--- config.mk ---
export PLATFORM = sky130hd
export DESIGN_NAME = counter_monitor_flat
export DESIGN_NICKNAME = d
export VERILOG_FILES = /design/src/rtl/counter_monitor_if.sv /design/src/rtl/counter_monitor.sv /design/src/flat_wrapper.sv
export SDC_FILE = /design/constraint.sdc
export NUM_CORES = 1
export LEC_CHECK = 0
export ABC_AREA = 1
export BUFFER_PORTS_ARGS = -buffer_cell sky130_fd_sc_hd__buf_2
export CAP_MARGIN = 20
export CORE_UTILIZATION = 56
export DETAILED_ROUTE_END_ITERATION = 8
export PLACE_DENSITY_LB_ADDON = 0.3
export SLEW_MARGIN = 0
export SYNTH_ARGS = -nofsm -noshare
export SYNTH_HDL_FRONTEND = slang
export SYNTH_SLANG_ARGS = --single-unit
--- constraint.sdc ---
create_clock -name clk -period 2.45 [get_ports clk]
set_input_delay 0.49 -clock clk [delete_from_list [all_inputs] [get_ports clk]]
set_output_delay 0.49 -clock clk [all_outputs]
set_load 0.02 [all_outputs]
--- src/rtl/counter_monitor_if.sv ---
// rtl/counter_monitor_if.sv - sample/control and status bundle for counter_monitor
interface counter_monitor_if #(
   parameter int W     = 4,
   parameter int CNT_W = 8
) ();
   logic             en;
   logic             sel;
   logic [W-1:0]     cnt_in;
   logic             clr;
   logic             locked;
   logic             dir_up;
   logic             err_pulse;
   logic             err_sticky;
   logic [CNT_W-1:0] err_cnt;
   logic [CNT_W-1:0] wrap_cnt;

   modport master (
      output en, sel, cnt_in, clr,
      input  locked, dir_up, err_pulse, err_sticky, err_cnt, wrap_cnt
   );

   modport slave (
      input  en, sel, cnt_in, clr,
      output locked, dir_up, err_pulse, err_sticky, err_cnt, wrap_cnt
   );
endinterface

--- src/rtl/counter_monitor.sv ---
// rtl/counter_monitor.sv - checks that an observed counter steps by one in its declared direction
module counter_monitor #(
   parameter int W        = 4,
   parameter int LOCK_LEN = 2,
   parameter int CNT_W    = 8
) (
   input  logic               clk,
   input  logic               rst_n,
   counter_monitor_if.slave   bus
);
   typedef enum logic [1:0] {IDLE, ACQ, LOCKED} state_t;

   localparam logic [3:0]       LOCK_TGT = 4'(LOCK_LEN);
   localparam logic [W-1:0]     CNT_MAX  = {W{1'b1}};
   localparam logic [CNT_W-1:0] SAT_MAX  = {CNT_W{1'b1}};

   state_t           state, state_nxt;
   logic [3:0]       good_cnt, good_nxt;
   logic [W-1:0]     prev_cnt;
   logic             prev_sel;
   logic [W-1:0]     expected;
   logic             match;
   logic             wrap_step;
   logic             good_step;
   logic             wrap_det;
   logic             err_det;

   logic             locked_q;
   logic             dir_q;
   logic             pulse_q;
   logic             sticky_q;
   logic [CNT_W-1:0] err_q;
   logic [CNT_W-1:0] wrap_q;

   // Expected step uses the direction captured with the previous sample, so a reversal is legal.
   always_comb begin
      expected  = prev_sel ? (prev_cnt + W'(1)) : (prev_cnt - W'(1));
      match     = (bus.cnt_in == expected);
      wrap_step = prev_sel ? (prev_cnt == CNT_MAX) : (prev_cnt == '0);
   end

   always_ff @(posedge clk) begin
      if (!rst_n) begin
         state    <= IDLE;
         good_cnt <= '0;
      end else begin
         state    <= state_nxt;
         good_cnt <= good_nxt;
      end
   end

   always_comb begin
      state_nxt = state;
      good_nxt  = good_cnt;
      good_step = 1'b0;
      wrap_det  = 1'b0;
      err_det   = 1'b0;
      if (bus.en) begin
         case (state)
            IDLE: begin
               state_nxt = ACQ;
               good_nxt  = '0;
            end
            ACQ: begin
               if (match) begin
                  good_step = 1'b1;
                  if (good_cnt + 4'd1 == LOCK_TGT) begin
                     state_nxt = LOCKED;
                     good_nxt  = '0;
                  end else begin
                     good_nxt = good_cnt + 4'd1;
                  end
               end else begin
                  good_nxt = '0;
               end
            end
            LOCKED: begin
               if (match) begin
                  good_step = 1'b1;
                  wrap_det  = wrap_step;
               end else begin
                  err_det   = 1'b1;
                  state_nxt = ACQ;
                  good_nxt  = '0;
               end
            end
            default: begin
               state_nxt = IDLE;
               good_nxt  = '0;
            end
         endcase
      end
   end

   always_ff @(posedge clk) begin
      if (!rst_n) begin
         prev_cnt <= '0;
         prev_sel <= 1'b0;
         locked_q <= 1'b0;
         dir_q    <= 1'b0;
         pulse_q  <= 1'b0;
         sticky_q <= 1'b0;
         err_q    <= '0;
         wrap_q   <= '0;
      end else begin
         locked_q <= (state_nxt == LOCKED);
         pulse_q  <= err_det;
         if (bus.en) begin
            prev_cnt <= bus.cnt_in;
            prev_sel <= bus.sel;
         end
         if (good_step) begin
            dir_q <= prev_sel;
         end
         // Clear wins over a same-cycle increment; the pulse itself still fires.
         if (bus.clr) begin
            err_q    <= '0;
            wrap_q   <= '0;
            sticky_q <= 1'b0;
         end else begin
            if (err_det) begin
               sticky_q <= 1'b1;
               if (err_q != SAT_MAX) begin
                  err_q <= err_q + CNT_W'(1);
               end
            end
            if (wrap_det && (wrap_q != SAT_MAX)) begin
               wrap_q <= wrap_q + CNT_W'(1);
            end
         end
      end
   end

   assign bus.locked     = locked_q;
   assign bus.dir_up     = dir_q;
   assign bus.err_pulse  = pulse_q;
   assign bus.err_sticky = sticky_q;
   assign bus.err_cnt    = err_q;
   assign bus.wrap_cnt   = wrap_q;
endmodule

--- src/flat_wrapper.sv ---
// flat-port wrapper written by rule: the top's interface ports become plain ports
module counter_monitor_flat 
#(
   parameter int W        = 4,
   parameter int LOCK_LEN = 2,
   parameter int CNT_W    = 8
)
  (clk, rst_n, bus_en, bus_sel, bus_cnt_in, bus_clr, bus_locked, bus_dir_up, bus_err_pulse, bus_err_sticky, bus_err_cnt, bus_wrap_cnt);
  counter_monitor_if #(.W(W), .CNT_W(CNT_W)) bus_i ();
  input  logic clk;
  input  logic rst_n;
  input wire logic [$bits(bus_i.en)-1:0] bus_en;
  input wire logic [$bits(bus_i.sel)-1:0] bus_sel;
  input wire logic [$bits(bus_i.cnt_in)-1:0] bus_cnt_in;
  input wire logic [$bits(bus_i.clr)-1:0] bus_clr;
  output wire logic [$bits(bus_i.locked)-1:0] bus_locked;
  output wire logic [$bits(bus_i.dir_up)-1:0] bus_dir_up;
  output wire logic [$bits(bus_i.err_pulse)-1:0] bus_err_pulse;
  output wire logic [$bits(bus_i.err_sticky)-1:0] bus_err_sticky;
  output wire logic [$bits(bus_i.err_cnt)-1:0] bus_err_cnt;
  output wire logic [$bits(bus_i.wrap_cnt)-1:0] bus_wrap_cnt;
  assign bus_i.en = bus_en;
  assign bus_i.sel = bus_sel;
  assign bus_i.cnt_in = bus_cnt_in;
  assign bus_i.clr = bus_clr;
  assign bus_locked = bus_i.locked;
  assign bus_dir_up = bus_i.dir_up;
  assign bus_err_pulse = bus_i.err_pulse;
  assign bus_err_sticky = bus_i.err_sticky;
  assign bus_err_cnt = bus_i.err_cnt;
  assign bus_wrap_cnt = bus_i.wrap_cnt;
  counter_monitor #(.W(W), .LOCK_LEN(LOCK_LEN), .CNT_W(CNT_W)) u_core (.clk(clk), .rst_n(rst_n), .bus(bus_i));
endmodule
== Word-level counts from Yosys, hierarchy flattened ==
Cells that the tools add are included.

* Bitwise operators: 1
* Reduce and logical (&&, ||, !) cells: 7
* Equality and inequality tests: 9
* Multiplexer cells: 20
* Add/sub/neg operators: 5

{| class="wikitable"
|+ Operators by type and width
! kind !! count
|-
| adder 8 x 1 -> 8 bit, second input constant || 2
|-
| 2-to-1 mux 4 bit || 4
|-
| != test 8 bit, second input constant || 2
|-
| 2-to-1 mux 1 bit || 10
|-
| adder 4 x 1 -> 4 bit, second input constant || 2
|-
| 2-to-1 mux 2 bit || 4
|-
| case mux 4 bit (2 select lines) || 1
|-
| case mux 2 bit (3 select lines) || 1
|-
| == test 2 bit, second input constant || 2
|-
| == test 4 x 2 -> 1 bit, second input constant || 1
|-
| == test 4 bit || 1
|-
| == test 4 bit, second input constant || 1
|-
| zero test 4 bit || 1
|-
| AND reduction 2 bit || 2
|-
| OR reduction 2 bit || 2
|-
| subtractor 4 x 1 -> 4 bit, second input constant || 1
|-
| == test 2 x 1 -> 1 bit, second input constant || 1
|-
| zero test 2 bit || 1
|-
| != test 2 bit, second input constant || 1
|-
| logical AND 1 bit || 1
|-
| inverter 1 bit || 1
|}

* Input bits: 9
* Register bits after elaboration: 31
* Word-level logic and storage cells: 52

== Longest topological paths before layout ==
Gate-level depths: netlist of the first run.

* Depth after elaboration: 7
* Mapped depth: 16

== Worst setup path before layout of the first run ==
Ideal clock, no wire load.

* Path kind: register -> register
* Start point: register u_core.prev_sel
* End point: register u_core.wrap_q[5], in the netlist u_core.bus.wrap_cnt[5]
* Period minus slack after synthesis: 1.968 ns
* Stages on the path, launching flop included: 13
* Library setup time: 0.132 ns
* Arrival time: 1.836 ns
* Path slack: 0.482 ns
* Cells stage by stage: dfxtp_1 inv_2 fa_1 xnor2_1 nand2_1 nor2_4 nand2_4 clkinv_2 nand3_2 nor2_4 nand2_2 nand2_1 a21oi_1

* Cells in the longest elaborated chain, start to end: 6
* Elaborated cells on any way between the ends: 7
* Classes of those cells: eq/ne: 1; mux: 5; reduce/logical: 1

{| class="wikitable"
|+ Ends and longest elaborated chain
! element !! RTL line !! source
|-
| start: declaration || counter_monitor.sv:20 || <nowiki>logic prev_sel;</nowiki>
|-
| start signal: assignment || counter_monitor.sv:110 || <nowiki>prev_sel <= bus.sel;</nowiki>
|-
| 2-to-1 mux 4 bit || counter_monitor.sv:37 || <nowiki>expected = prev_sel ? (prev_cnt + W'(1)) : (prev_cnt - W'(1));</nowiki>
|-
| == test 4 bit || counter_monitor.sv:38 || <nowiki>match = (bus.cnt_in == expected);</nowiki>
|-
| 2-to-1 mux 1 bit (*) || counter_monitor.sv:78 || <nowiki>if (match) begin</nowiki>
|-
| 2-to-1 mux 1 bit (*) || counter_monitor.sv:59 || <nowiki>case (state)</nowiki>
|-
| 2-to-1 mux 1 bit (*) || counter_monitor.sv:58 || <nowiki>if (bus.en) begin</nowiki>
|-
| logical AND 1 bit (*) || counter_monitor.sv:127 || <nowiki>if (wrap_det && (wrap_q != SAT_MAX)) begin</nowiki>
|-
| end signal: assignment || counter_monitor.sv:128 || <nowiki>wrap_q <= wrap_q + CNT_W'(1);</nowiki>
|-
| end: declaration || counter_monitor.sv:33 || <nowiki>logic [CNT_W-1:0] wrap_q;</nowiki>
|}

Every way passes the cells marked *; elsewhere a longest branch is shown, timed or not.
A chain may end at the register's enable or synchronous reset.

== Worst setup path after layout of the first run ==
* Start point: register u_core.prev_sel
* End point: register u_core.err_q[6], in the netlist u_core.bus.err_cnt[6]

* Cells in the longest elaborated chain, start to end: 6

{| class="wikitable"
|+ Ends and longest elaborated chain
! element !! RTL line !! source
|-
| 2-to-1 mux 4 bit || counter_monitor.sv:37 ||
|-
| == test 4 bit || counter_monitor.sv:38 ||
|-
| 2-to-1 mux 1 bit || counter_monitor.sv:78 ||
|-
| 2-to-1 mux 1 bit || counter_monitor.sv:59 ||
|-
| 2-to-1 mux 1 bit || counter_monitor.sv:58 ||
|-
| AND reduction 2 bit (no line) || -- ||
|-
| end signal: assignment || counter_monitor.sv:124 || <nowiki>err_q <= err_q + CNT_W'(1);</nowiki>
|-
| end: declaration || counter_monitor.sv:32 || <nowiki>logic [CNT_W-1:0] err_q;</nowiki>
|}

Every way passes these cells.

==> results of run 1 <==
==> layer usage <==
layer,up-vias,share of wire (%),global-route usage (%),wire length (um)
met1,775,50,30.9,1810
met4,0,1.2,8.50,42
li1,898,-,-,-
met2,26,46,37.8,1690
met5,-,0,0,0
met3,6,3.0,5.93,109
==> sequential cells by signal, indices dropped and copies added (netlist names) <==
register	flops
u_core.prev_sel	1
u_core.prev_cnt	4
u_core.bus.err_sticky	1
u_core.bus.err_cnt	8
u_core.state	2
u_core.good_cnt	4
u_core.bus.dir_up	1
u_core.bus.wrap_cnt	8
u_core.bus.err_pulse	1
u_core.bus.locked	1
==> stage by stage <==
stage	cell area, um2	hold slack (ns)	instances
2_1_floorplan	1790	0.486	255
3_3_place_gp	1990	0.437	326
3_5_place_dp	1990	0.442	326
4_1_cts	2040	0.400	334
5_1_grt	2040	0.405	334
6_report	2040	0.410	334
==> cells by family after synthesis <==
| logic type | synth area share (%) |
|---|---|
| adders and majority gates | 8.11 |
| AOI/OAI and AO/OA | 10.3 |
| and+or+nand+nor | 33.8 |
| xor gates and xnor gates | 5.87 |
| DFF | 34.7 |
| buffers and inverters | 7.27 |
==> path summary, 6_finish.rpt <==
kind / from / end / slack (ns)
hold / removal: bus_cnt_in[2] / u_core.prev_cnt[2] / 0.41
setup / recovery: u_core.prev_sel / u_core.bus.err_cnt[6] / 0.25
hold reg to reg: u_core.bus.dir_up / u_core.bus.dir_up / 0.46
setup reg to reg: u_core.prev_sel / u_core.bus.err_cnt[6] / 0.25
==> worst register-to-register path, stage by stage (launching register included) <==
cell and delay, ns:
dfxtp_1 0.37, inv_2 0.08, fa_1 0.45, inv_1 0.06
nand2_1 0.06, nand2_1 0.06, nand2_1 0.04, nand2_1 0.11
nor2_4 0.05, nand2_4 0.08, nand2_2 0.07, nor2_4 0.22
nand2_2 0.16, nor3_1 0.19, nor2_1 0.07
==> final cells by class <==
type,count,area [um2]
Inverter,31,118
Clock inverter,1,5.00
Tap cell,44,55.1
Fill cell,299,1010
Multi-Input combinational cell,190,1040
Timing Repair Buffer,30,155
Sequential cell,31,621
Clock buffer,7,45.0
==> placed cells by master, fill, tap and decap left out, types with 2 or more instances in the layout <==
master    synthesis  final
a21oi_1          20     20
buf_2             1     28
buf_4             0      2
clkbuf_1          2      2
clkbuf_4          0      5
clkinv_2          1      2
dfxtp_1          31     31
ha_1             10     10
inv_1            26     26
inv_2             3      3
nand2_1          52     52
nand2_2           6      6
nand3_1          29     29
nand4_1           4      4
nor2_1           24     24
nor2_4            3      3
nor3_1            9      9
o21ai_0          13     13
xnor2_1           4      4
xor2_1            8      8
==> where the power goes <==
group          total [uW]  internal (uW)  switching [uW]
Combinational         135           49.4            85.5
Sequential            525            513            11.5
Clock                 291            112             179
Total                 951            674             276
==> impl_table.tex, run 1 <==
\begin{tabular}{lr}
\hline
Metric & Value \\
\hline
\multicolumn{2}{l}{\textbf{Final layout}} \\
\quad Ratio of cells with drive above 1 in the final layout & between 10\% and 20\% \\
\quad \# nets final & 309 \\
\quad Fin util & roughly two thirds \\
\quad Area growth from synthesis to layout & 13.8\% \\
\quad Inserted Diodes & 0 \\
\multicolumn{2}{l}{\textbf{Clock tree}} \\
\quad Deepest level of the CTS H-tree & 2 \\
\quad Num Clock Sinks & 31 \\
\quad Clock Pin Slew Worst Setup and Hold Paths & 0.10 ns \\
\quad Number of buffers between clock root and the deepest sink & 2 \\
\quad Number of resized instances in the post-cts repair step & 0 \\
\quad Hold-fix buffers at CTS & 0 \\
\quad Clock root buffer & clkbuf\_4 \\
\quad Number of clock buffers inserted by TritonCTS & 5 \\
\quad Post-CTS Setup Repair Bufs & 0 \\
\quad Clock tree from TritonCTS & built \\
\quad Source-to-sink clock delay at the later pin of the worst-skew pair & approximately 0.34 ns \\
\multicolumn{2}{l}{\textbf{Worst hold path}} \\
\quad Cell depth of the worst hold path & 3 \\
\quad Type of the most critical hold path & in -> reg \\
\multicolumn{2}{l}{\textbf{Route}} \\
\quad Number of iterations in the first detailed-routing pass & 4 \\
\quad Average vias per placed instance & 5.10 \\
\quad Final wirelength & $\sim$3600 um \\
\quad Total via count after detailed routing & about 1.7k \\
\quad Count of antenna-violating nets left after detailed routing & 0 \\
\quad DR WL/cell & 10.9 um \\
\quad DRC violations left & 0 \\
\quad Violation count after the first detailed-route iteration & 64 \\
\multicolumn{2}{l}{\textbf{Worst setup path}} \\
\quad Cell with the largest stage delay on the worst path & fa\_1 \\
\quad Critical path's top delay family & simple AND/OR/NAND/NOR gates \\
\quad Critical-path maximum fanout & 10 \\
\quad Type of element capturing the critical path & flop \\
\quad CP bufs+invs & 2 \\
\quad Setup crit start kind & flop \\
\quad Type of the worst setup path & reg -> reg \\
\quad Biggest cell delay along the critical path & 0.44 ns \\
\quad R2R cell count & 14 \\
\quad CP required & roughly 2.7 ns \\
\quad Levels on crit path & 14 \\
\quad Cell occurring most often along the worst timing path & nand2\_1 \\
\quad Critical Path AT & around 2.4 ns \\
\quad Cell breakdown of the critical path & inv\_2 > fa\_1 > inv\_1 > nand2\_1 > nand2\_1 > nand2\_1 > nand2\_1 > nor2\_4 > nand2\_4 > nand2\_2 > nor2\_4 > nand2\_2 > nor3\_1 > nor2\_1 \\
\multicolumn{2}{l}{\textbf{Timing}} \\
\quad Worst slew slack as a fraction of its limit & 72.9\% \\
\quad Highest Clock Rate & 455 MHz \\
\quad Final hold violation count & 0 \\
\quad Final setup violating endpoints & 0 \\
\quad Worst setup slack after layout & between 0.2 and 0.3 ns \\
\quad Transition time of the tightest slew-check pin & 0.402 ns \\
\quad RSZ-0062 raised after global routing & no \\
\quad Final setup TNS & 0 ns \\
\quad Final critical delay including setup and external delays & 2.20 ns \\
\quad Part of the cycle the worst path needs & 89.8\% \\
\quad Clock tree skew after final layout & 0.00539 ns \\
\quad Slew Viols, Final & 0 \\
\multicolumn{2}{l}{\textbf{Global routing}} \\
\quad First-pass GRT wire length & 6230 um \\
\quad GRT Total Usage & a little under a quarter \\
\quad Largest net degree at the start of global routing & 12 \\
\quad Remaining Overflow, GRT & 0 \\
\quad Number of global-route vias before repair & about 1.5k \\
\quad Antenna violations before repair & 0 \\
\multicolumn{2}{l}{\textbf{Floorplanning}} \\
\quad Starting utilization of the core area & 58.6\% \\
\quad Area of the die & about 3400 um2 \\
\quad I/O pin total & 29 \\
\quad Overall die height & 58.5 um \\
\quad \# rows & 20 \\
\quad Placeable core region & roughly 3100 um2 \\
\quad Horizontal die dimension & between 50 and 60 um \\
\multicolumn{2}{l}{\textbf{Job}} \\
\quad Max-cap check violation count & 0 \\
\multicolumn{2}{l}{\textbf{Logic synthesis}} \\
\quad Mapped Avg Cell Area & 7.02 um2 \\
\quad Combined area of all synthesized cells & 1790 um2 \\
\quad Ys async rst share & 0\% \\
\quad Top-count cell post-synth & nand2\_1 \\
\quad Most numerous cell types in the synthesized netlist & 52 x nand2\_1, 31 x dfxtp\_1, 29 x nand3\_1 \\
\quad Fraction of the yosys area taken by sequential cells & 34.7\% \\
\quad Synth area leaders & dfxtp\_1 35\%, nand2\_1 11\%, nand3\_1 8.1\% \\
\quad Proportion of netlist area held by the largest area contributor & between 30\% and 40\% \\
\quad Yosys Warn Count & 0 \\
\quad Syn\_nets & 275 \\
\quad Number of library cell types mapped by synthesis & 27 \\
\quad Instance count of the mapped netlist & 255 \\
\quad Post-synth top flop & dfxtp\_1 \\
\quad Count of flip-flops with a built-in enable after synthesis & 0 \\
\quad Largest area contributor in the synthesized netlist & dfxtp\_1 \\
\quad Post-synthesis sequential element count & 31 \\
\multicolumn{2}{l}{\textbf{Power}} \\
\quad Static Leak & approximately 0.00092 uW \\
\quad Largest voltage drop on the vdd net & 0.324 mV \\
\quad Areal power density over the cells & 466 nW/um2 \\
\quad Power Total & 951 uW \\
\multicolumn{2}{l}{\textbf{Placement}} \\
\quad Setup Slack @ Placement & 0.306 ns \\
\quad Post-detailed-placement half-perimeter wirelength & 2720 um \\
\quad IO Port Bufs & 28 \\
\quad RePlAce Congestion & 0.872 \\
\multicolumn{2}{l}{\textbf{Run status}} \\
\quad Status & completed \\
\hline
\end{tabular}
Note: power is estimated with default switching activity, not from simulation.
==> run 2, diff against run 1 <==
--- a/config.mk
+++ b/config.mk
@@ -10,6 +10,7 @@
 export CAP_MARGIN = 20
 export CORE_UTILIZATION = 56
 export DETAILED_ROUTE_END_ITERATION = 8
+export MAX_ROUTING_LAYER = met4
 export PLACE_DENSITY_LB_ADDON = 0.3
 export SLEW_MARGIN = 0
 export SYNTH_ARGS = -nofsm -noshare
==> run 2 against run 1 <==
Net effect: cell count unchanged; sequential power about the same; clock power about the same; flip-flop and latch count unchanged; clock skew decreased by 0.0014 ns; critical path type unchanged; critical endpoint unchanged; highest routed layer unchanged.
==> impl_table.tex, run 2 (synthesis gave the netlist of run 1 again) <==
\begin{tabular}{lr}
\hline
Metric & Value \\
\hline
\multicolumn{2}{l}{\textbf{Route}} \\
\quad Average vias per placed instance & 5.12 (+0.23\%) \\
\quad Number of iterations in the first detailed-routing pass & 4 (unchanged) \\
\quad Final wirelength & 3670 um (+0.69\%) \\
\quad DR WL/cell & 11.0 um (+0.69\%) \\
\quad Total via count after detailed routing & 1709 (+0.23\%) \\
\quad DRC violations left & 0 (unchanged) \\
\quad Violation count after the first detailed-route iteration & 64 (unchanged) \\
\quad Count of antenna-violating nets left after detailed routing & 0 (unchanged) \\
\multicolumn{2}{l}{\textbf{Timing}} \\
\quad Final setup violating endpoints & 0 (unchanged) \\
\quad Final hold violation count & 0 (unchanged) \\
\quad Highest Clock Rate & 455 MHz (+0.11\%) \\
\quad Final setup TNS & 0 ns (unchanged) \\
\quad Slew Viols, Final & 0 (unchanged) \\
\quad Worst slew slack as a fraction of its limit & 73.0\% (about the same) \\
\quad Final critical delay including setup and external delays & 2.20 ns (-0.00244 ns) \\
\quad Clock tree skew after final layout & 0.00396 ns (-0.00143 ns) \\
\quad Part of the cycle the worst path needs & 89.7\% (-0.10 points) \\
\quad RSZ-0062 raised after global routing & no \\
\quad Transition time of the tightest slew-check pin & 0.401 ns (-0.000811 ns) \\
\multicolumn{2}{l}{\textbf{Global routing}} \\
\quad GRT Total Usage & 24.3\% (+0.71 points) \\
\quad First-pass GRT wire length & 6240 um (+0.11\%) \\
\quad Number of global-route vias before repair & 1479 (-0.068\%) \\
\quad Largest net degree at the start of global routing & 12 (unchanged) \\
\quad Antenna violations before repair & 0 (unchanged) \\
\quad Remaining Overflow, GRT & 0 (unchanged) \\
\multicolumn{2}{l}{\textbf{Worst setup path}} \\
\quad R2R cell count & 14 (unchanged) \\
\quad CP required & 2.69 ns (about the same) \\
\quad Levels on crit path & 14 (unchanged) \\
\quad Setup crit start kind & flop \\
\quad Critical Path AT & 2.43 ns (about the same) \\
\quad Cell with the largest stage delay on the worst path & fa\_1 \\
\quad Cell occurring most often along the worst timing path & nand2\_1 \\
\quad CP bufs+invs & 2 (unchanged) \\
\quad Critical path's top delay family & simple AND/OR/NAND/NOR gates \\
\quad Cell breakdown of the critical path & inv\_2 > fa\_1 > inv\_1 > nand2\_1 > nand2\_1 > nand2\_1 > nand2\_1 > nor2\_4 > nand2\_4 > nand2\_2 > nor2\_4 > nand2\_2 > nor3\_1 > nor2\_1 \\
\quad Critical-path maximum fanout & 10 (unchanged) \\
\quad Biggest cell delay along the critical path & 0.44 ns (about the same) \\
\quad Type of the worst setup path & reg -> reg \\
\quad Type of element capturing the critical path & flop \\
\quad Register-to-register setup slack & 0.25 ns (about the same) \\
\multicolumn{2}{l}{\textbf{Floorplanning}} \\
\quad Area of the die & 3430 um2 (unchanged) \\
\quad Overall die height & 58.5 um (unchanged) \\
\quad Placeable core region & 3050 um2 (unchanged) \\
\quad Horizontal die dimension & 58.5 um (unchanged) \\
\quad I/O pin total & 29 (unchanged) \\
\quad \# rows & 20 (unchanged) \\
\quad Starting utilization of the core area & 58.6\% (unchanged) \\
\multicolumn{2}{l}{\textbf{Final layout}} \\
\quad Final instance area & 2040 um2 (unchanged) \\
\quad Leading cell types in the layout, fill and taps excluded & 52 x nand2\_1, 31 x dfxtp\_1, 29 x nand3\_1 \\
\quad Area growth from synthesis to layout & 13.8\% (unchanged) \\
\quad Fin util & 66.8\% (unchanged) \\
\quad Inserted Diodes & 0 (unchanged) \\
\quad Leading cell type in the layout, fill and taps excluded & nand2\_1 \\
\quad \# nets final & 309 (unchanged) \\
\quad Ratio of cells with drive above 1 in the final layout & 17.9\% (unchanged) \\
\multicolumn{2}{l}{\textbf{Clock tree}} \\
\quad Clock root buffer & clkbuf\_4 \\
\quad Post-CTS Setup Repair Bufs & 0 (unchanged) \\
\quad Number of clock buffers inserted by TritonCTS & 5 (unchanged) \\
\quad Source-to-sink clock delay at the later pin of the worst-skew pair & 0.34 ns (about the same) \\
\quad Number of resized instances in the post-cts repair step & 0 (unchanged) \\
\quad Hold-fix buffers at CTS & 0 (unchanged) \\
\quad Number of buffers between clock root and the deepest sink & 2 (unchanged) \\
\quad Deepest level of the CTS H-tree & 2 (unchanged) \\
\quad Clock Pin Slew Worst Setup and Hold Paths & 0.10 ns (about the same) \\
\quad Clock tree from TritonCTS & built \\
\quad Num Clock Sinks & 31 (unchanged) \\
\multicolumn{2}{l}{\textbf{Job}} \\
\quad Max-cap check violation count & 0 (unchanged) \\
\multicolumn{2}{l}{\textbf{Worst hold path}} \\
\quad Cell depth of the worst hold path & 3 (unchanged) \\
\quad Type of the most critical hold path & in -> reg \\
\multicolumn{2}{l}{\textbf{Power}} \\
\quad Static Leak & 0.000922 uW (unchanged) \\
\quad Areal power density over the cells & 468 nW/um2 (+0.32\%) \\
\quad Largest voltage drop on the vdd net & 0.323 mV (about the same) \\
\quad Power Total & 954 uW (+0.32\%) \\
\multicolumn{2}{l}{\textbf{Placement}} \\
\quad Area after detailed placement & 1990 um2 (unchanged) \\
\quad Post-detailed-placement half-perimeter wirelength & 2720 um (unchanged) \\
\quad RePlAce Congestion & 0.886 (+1.6\%) \\
\quad IO Port Bufs & 28 (unchanged) \\
\multicolumn{2}{l}{\textbf{Run status}} \\
\quad Status & completed \\
\hline
\end{tabular}
==> run 2: cell counts in the layout (fill, tap and decap cells not counted) <==
No cell type changed its count.
==> run 2: area by class of cell <==
cell class              instances  area [um2]
well taps                      44        55.1
flip-flops and latches         31         621
clock buffers                   7        45.0
clock inverters                 1        5.00
inverters                      31         118
multi-input cells             190        1040
repair buffers                 30         155
fillers                       299        1010
==> run 2: final timing paths <==
kind,start,end
worst max-delay path,u_core.prev_sel,u_core.bus.err_cnt[6]
worst min-delay path,bus_cnt_in[2],u_core.prev_cnt[2]
worst max register to register,u_core.prev_sel,u_core.bus.err_cnt[6]
worst min register to register,u_core.bus.dir_up,u_core.bus.dir_up
==> run 2: layer usage <==
layer | vias up | routed length, um | track usage [%]
met4 | 0 | 51 | 8.50
met2 | 30 | 1680 | 37.8
met1 | 774 | 1790 | 30.9
met5 | - | 0 | -
li1 | 898 | - | -
met3 | 7 | 144 | 5.93
==> run 2: power breakdown <==
part / internal [uW] / switching [uW]
registers: 513 / 11.5
logic: 49.4 / 85.5
clock network: 112 / 182
==> run 2: worst min-delay path, cell delays in order <==
cell and delay [ns]:
buf_2 0.10, inv_1 0.06, a21oi_1 0.06
==> run 2: through the flow <==
step | setup slack, ns | instances | hold WS [ns]
5_1_grt | 0.0479 | 334 | 0.405
3_5_place_dp | 0.306 | 326 | 0.442
6_report | 0.253 | 334 | 0.409
4_1_cts | 0.282 | 334 | 0.400
2_1_floorplan | 0.482 | 255 | 0.486
3_3_place_gp | 0.369 | 326 | 0.437
